<file path="src/rtl/fifo_param.sv">
// Register-based synchronous FIFO with first-word-fall-through read, empty bypass and credit output.
// Optional sticky overflow/underflow flags are enabled by defining FIFO_ERR_EN.
module fifo_param #(
  parameter int ID            = 0,
  parameter int WIDTH         = 33,
  parameter int DEPTH         = 64,
  parameter int CREDIT_MARGIN = 2
) (
  input  logic                     i_clk,
  input  logic                     i_rst,
  input  logic [WIDTH-1:0]         i_d_in,
  input  logic                     i_enq,
  input  logic                     i_deq,
  output logic [WIDTH-1:0]         o_d_out,
  output logic                     o_valid,
  output logic                     o_busy,
  output logic                     o_c_out,
  output logic [$clog2(DEPTH):0]   o_count,
  output logic [1:0]               o_err
);

  localparam int AW = $clog2(DEPTH);
  localparam int CW = AW + 1;
  localparam logic [AW-1:0] PTR_INC    = AW'(1);
  localparam logic [CW-1:0] CNT_FULL   = CW'(DEPTH);
  localparam logic [CW-1:0] CNT_CREDIT = CW'(DEPTH - CREDIT_MARGIN);

  if (DEPTH < 4 || (DEPTH & (DEPTH - 1)) != 0 || CREDIT_MARGIN < 1 ||
      CREDIT_MARGIN >= DEPTH || ID < 0) begin : g_param_error
    $error("fifo_param: illegal parameter set");
  end

  logic [WIDTH-1:0] r_mem [DEPTH];
  logic [AW-1:0]    r_rd_ptr;
  logic [AW-1:0]    r_wr_ptr;
  logic [CW-1:0]    r_count;

  logic w_empty;
  logic w_full;
  logic w_pop;
  logic w_push;
  logic w_bypass;

  // Occupancy flags and per-cycle push/pop decisions; reset blocks all traffic.
  always_comb begin
    w_empty  = (r_count == {CW{1'b0}});
    w_full   = (r_count == CNT_FULL);
    w_bypass = w_empty & i_enq & i_deq;
    if (i_rst) begin
      w_pop  = 1'b0;
      w_push = 1'b0;
    end else begin
      w_pop  = i_deq & ~w_empty;
      // Empty enq+deq goes through the bypass and never lands in memory.
      w_push = i_enq & ~(w_full & ~i_deq) & ~(w_empty & i_deq);
    end
  end

  // Combinational outputs: fall-through head, bypass data and handshake flags.
  always_comb begin
    o_d_out = w_bypass ? i_d_in : r_mem[r_rd_ptr];
    o_c_out = (r_count <= CNT_CREDIT) & ~w_full;
    o_count = r_count;
    if (i_rst) begin
      o_valid = 1'b0;
      o_busy  = 1'b0;
    end else begin
      o_valid = i_deq & (~w_empty | i_enq);
      o_busy  = i_enq & w_full & ~i_deq;
    end
  end

  // Pointer and occupancy registers.
  always_ff @(posedge i_clk) begin
    if (i_rst) begin
      r_rd_ptr <= {AW{1'b0}};
      r_wr_ptr <= {AW{1'b0}};
      r_count  <= {CW{1'b0}};
    end else begin
      if (w_pop) begin
        r_rd_ptr <= r_rd_ptr + PTR_INC;
      end
      if (w_push) begin
        r_wr_ptr <= r_wr_ptr + PTR_INC;
      end
      r_count <= r_count + CW'(w_push) - CW'(w_pop);
    end
  end

  // Storage array; contents survive reset.
  always_ff @(posedge i_clk) begin
    if (w_push) begin
      r_mem[r_wr_ptr] <= i_d_in;
    end
  end

`ifdef FIFO_ERR_EN
  logic [1:0] r_err;

  // Sticky overflow (bit 0) and underflow (bit 1) flags, cleared only by reset.
  always_ff @(posedge i_clk) begin
    if (i_rst) begin
      r_err <= 2'b00;
    end else begin
      if (i_enq & w_full & ~i_deq) begin
        r_err[0] <= 1'b1;
      end
      if (i_deq & w_empty & ~i_enq) begin
        r_err[1] <= 1'b1;
      end
    end
  end

  assign o_err = r_err;
`else
  assign o_err = 2'b00;
`endif

endmodule

</file>
<file path="config.mk">
export PLATFORM = sky130hd
export DESIGN_NAME = fifo_param
export DESIGN_NICKNAME = d
export VERILOG_FILES = /design/src/rtl/fifo_param.sv
export SDC_FILE = /design/constraint.sdc
export NUM_CORES = 2
export LEC_CHECK = 0
export BUFFER_PORTS_ARGS = -buffer_cell sky130_fd_sc_hd__buf_2
export CAP_MARGIN = 20
export CORE_MARGIN = 2
export CORE_UTILIZATION = 55
export CTS_CLUSTER_DIAMETER = 50
export DETAILED_ROUTE_END_ITERATION = 12
export PLACE_DENSITY = 0.81
export SYNTH_ARGS = -nofsm -noshare
export SYNTH_HDL_FRONTEND = slang
export SYNTH_SLANG_ARGS = --single-unit
</file>
<file path="constraint.sdc">
create_clock -name i_clk -period 8.6 [get_ports i_clk]
set_input_delay 1.72 -clock i_clk [delete_from_list [all_inputs] [get_ports i_clk]]
set_output_delay 1.72 -clock i_clk [all_outputs]
set_load 0.02 [all_outputs]
</file>
Word-level counts from Yosys, hierarchy flattened
Memories as Yosys holds them, arrays and structs flattened. A register that Yosys moved wholly into a read port is not among the register bits.
Cells that the tools add are included.

cells by class
  bitwise gates (word level) = 17
  equality and inequality tests = 1
  add/sub/neg operators = 4
  magnitude comparators = 1
  muxes and demuxes = 9
  reductions and logical operators = 1

operators by type and width
  cell                                                 count
  2-to-1 mux 33 bit                                    1
  adder 6 x 1 -> 6 bit, second input constant          2
  2-to-1 mux 6 bit                                     2
  AND 1 bit                                            11
  adder 7 x 1 -> 7 bit                                 1
  == test 7 bit, second input constant                 1
  <= comparator 7 x 6 -> 1 bit, second input constant  1
  logical NOT 7 bit                                    1
  subtractor 7 x 1 -> 7 bit                            1
  2-to-1 mux 1 bit                                     6
  NOT 1 bit                                            5
  bitwise OR 1 bit                                     1

storage, ports and cells
  register bits after elaboration = 19
  memories kept = 1
  RAM bits = 2,112
  bits of input ports = 37

memory list
  memory  words  width  read ports  clocked after Yosys merged registers in  wr ports  RTL line  RTL
  r_mem   64     33     1           1                                        1         33        logic [WIDTH-1:0] r_mem [DEPTH];

Longest topological paths before layout
  word-level depth = 8
  gate-level depth with buffers = 15
  mapped depth without buffers = 15

Worst setup path after synthesis
No wires, ideal clock.

  kind = input port to output port
  start point = input port i_enq
  end point = output port o_d_out[21]
  stages on the path = 6
  path buffers = 1
  required time = 6.880 ns
  arrival = 3.038 ns
  path slack = 3.842 ns
  cell sequence = nand2_1 nor3_2 nand2b_1 clkbuf_1 nor4_1 a221o_1

between the ends
  longest elaborated chain between the ends = 3

ends and longest elaborated chain
  element                  RTL line  RTL
  start: declaration       12        input logic i_enq,
  AND 1 bit (2 in series)  48        w_bypass = w_empty & i_enq & i_deq;
  2-to-1 mux 33 bit        61        o_d_out = w_bypass ? i_d_in : r_mem[r_rd_ptr];
  end: declaration         14        output logic [WIDTH-1:0] o_d_out,

No other way between the ends.

==> impl_results.md <==
* Result of the run: complete, no violations
* Post-detailed-placement half-perimeter wirelength at 114000 µm
* Die ar. at 154000 µm²
* Setup fix buffers added after clock tree synthesis at 0
* Pin count of the biggest net entering global routing at 125
* Transition time at the pin with the least slew margin at 1.08 ns
* Synth Instances at 4190
* Power density cells at 235 nW/µm²
* Element type at the critical path start: flip-flop
* Final-report hold violation count at 0
* Hold path cells at 2
* Number of global-route vias before repair at 43000
* Boundary pin count at 82
* FF+latch count, synth at 2137
* Sink of the worst hold path: r_rd_ptr[5]
* Final number of max-transition violations at 0
* Number of maximum-capacitance constraint violations at 0
* Number of warnings printed during yosys synthesis at 0
* Die width at 392 µm
* Setup repair after global routing missed its margin: false
* Worst vdd ir at 0.000286 V
* Quantity of gates resized following cts at 0
* Die Span Y at 392 µm
* Synthesis-to-finish area growth at 11.4%
* CP arrival at 5.15 ns
* Vias after detailed routing at 44100
* Worst-case reg-to-reg path depth at 9
* DR vias/cell at 6.76
* Category of the worst setup path capture point: output pin
* Worst Path Max Fanout at 44
* Effective utilization at floorplan at 55.3%
* Biggest area consumer among synthesized cells: edfxtp_1
* Clock tree from TritonCTS: built
* First-pass GRT wire length at 306000 µm
* Final setup violation count at 0
* Clock latency reported for the late side of the worst-skew pair at 0.83 ns
* Top cells by instance count after synthesis: 2112 x edfxtp_1, 743 x mux2i_1, 177 x mux4_2, 128 x a22o_1, 128 x a22oi_1
* Clk_skew at 0.0350 ns
* CTS Sinks at 2137
* Max Buffers Root-to-Sink at 3
* Routability congestion estimate from global placement at 0.916
* Syn Area/Cell at 19.7 µm²
* Remaining DRCs at 0
* Placeable Area at 150000 µm²
* Root buffer cell: clkbuf_16
* Clock period minus final worst setup slack at 6.87 ns
* DRC marker count from the first detailed-route iteration at 6763
* Net count reported at finish at 4410
* Antenna violations before repair at 15
* Source of the worst hold timing path: r_rd_ptr[5]
* Layout cells sized above 1 at 16.7%
* Hold/Removal Path Class: flip-flop to flip-flop
* Top cell type's share of synthesized area at 76.7%
* Cell types with the largest area share after synthesis: edfxtp_1 77%, mux2i_1 9.0%, mux4_2 4.8%, a22o_1 1.4%, a22oi_1 1.2%
* Highest achievable clock rate at 146 MHz
* Clock transition at path regs at 0.06 ns
* Row count at 142
* Combined global-route utilization of all metal layers at 28.1%
* Worst R2R End: r_mem[41][19]
* Total of buffers placed on input and output ports at 79
* Post-synth cell types at 52
* Sequential cell area fraction in the yosys report at 77.3%
* Pwr Total at 21.6 mW
* Final worst-path cycle share at 79.8%
* Reg-to-reg critical path startpoint: o_count[3]
* Wire length reported by the detailed router at 217000 µm
* Sum Neg Setup Slack at 0 ns
* Count of nets left with antenna violations after detail routing at 0
* Worst slew margin at 28.0%
* Dominant synthesized flop cell: edfxtp_1
* Critical path type: flip-flop to output pin
* GRT Residual Overflow at 0
* Cts bufs inserted at 186
* CP Data Required Time at 6.88 ns
* 1st-pass router iterations at 6
* Final routed wire length divided by cell count at 33.2 µm
* Ys async rst share at 0%
* Internal reg-to-reg setup slack at 4.54 ns
* H-tree levels at 4
* Post-synth EDFFs at 2112
* Hold-fix buffers at CTS at 0
* Most used standard cell by instance count after synthesis: edfxtp_1
* Leakage power summed over all cells at 27.4 nW
* Synth Cell Area at 82700 µm²
power breakdown:
group	internal (mW)	total, mW	switching, mW
combinational	0.552	1.98	1.43
clock	4.49	8.13	3.64
sequential	11.5	11.5	0.0549
total	16.5	21.6	5.12
per-layer routing:
metal  track usage (%)  wire length, µm  vias up
met1              36.8            76100    22500
met4              13.9            11400       16
met2              42.6           100000     3320
li1                  -                -    17700
met5                 0              171        -
met3              8.93            28900      581
final cells by class:
cell class / instances / area (µm²)
multi-input cells: 1783 / 18100
inverters: 11 / 41.3
clock buffers: 250 / 5090
repair buffers: 237 / 1760
flip-flops and latches: 2137 / 63900
fillers: 9781 / 57400
well taps: 2016 / 2520
clock inverters: 86 / 758
diodes: 7 / 17.5
how the worst max path moves through the flow:
stage	from	slack [ns]	end	cells after the start
after CTS	flip-flop	1.89	o_d_out[19]	9
final	flip-flop	1.73	o_d_out[29]	9
after detailed placement	i_deq	2.61	o_d_out[2]	9
after global routing	flip-flop	1.69	o_d_out[1]	9
after global placement	i_deq	2.41	o_d_out[9]	8
after floorplan	i_enq	3.84	o_d_out[21]	6
flip-flops by register name, summed over array words and instances (netlist names), named ones only:
name      count
r_wr_ptr      6
r_mem      2112
o_count       7
r_rd_ptr      6
cells by family after synthesis:
family	synth area share [%]
DFF	77.3
muxes	13.8
AOI/OAI and AO/OA	5.53
other	0.00453
buffers and inverters	1.55
xor gates and xnor gates	0.159
and+or+nand+nor	1.44
adders and majority gates	0.266
layout by cell type, fill, tap and decap left out, drive strengths merged, types with 3 or more instances in the layout:
cell type,instances
o211ai,32
a22oi,128
nand2b,5
nor2,87
nor4,32
o21ai,35
mux2i,743
clkinvlp,4
a22o,128
clkinv,63
a21oi,38
clkbuf,250
o21bai,3
a211oi,33
diode,7
nand3,4
or2,3
a221o,32
a31oi,32
nor2b,39
bufinv,11
inv,19
xnor2,8
buf,237
mux4,177
ha,16
dfxtp,25
a221oi,97
nand2,15
o22ai,34
edfxtp,2112
nor3,33
xor2,7
worst max-delay path, stage by stage (launching register included):
cell,delay [ns]
dfxtp_4,0.47
buf_4,0.40
and2b_4,0.76
buf_4,0.63
a22o_1,0.26
nor3_1,0.05
a31oi_1,0.56
o211ai_1,0.42
a221o_1,0.50
buf_2,0.19
through the flow:
stage | utilization, % | hold slack [ns] | area, µm² | std cells | worst slack (ns)
3_3_place_gp | 57.7 | 0.517 | 86300 | 6182 | 2.41
6_report | 61.6 | 0.568 | 92200 | 6527 | 1.73
3_5_place_dp | 57.7 | 0.555 | 86300 | 6183 | 2.61
5_1_grt | 61.6 | 0.595 | 92200 | 6520 | 1.69
2_1_floorplan | - | 0.484 | 82700 | 4191 | 3.84
4_1_cts | 61.6 | 0.573 | 92100 | 6519 | 1.89
Power figures use the tool's default switching activity.
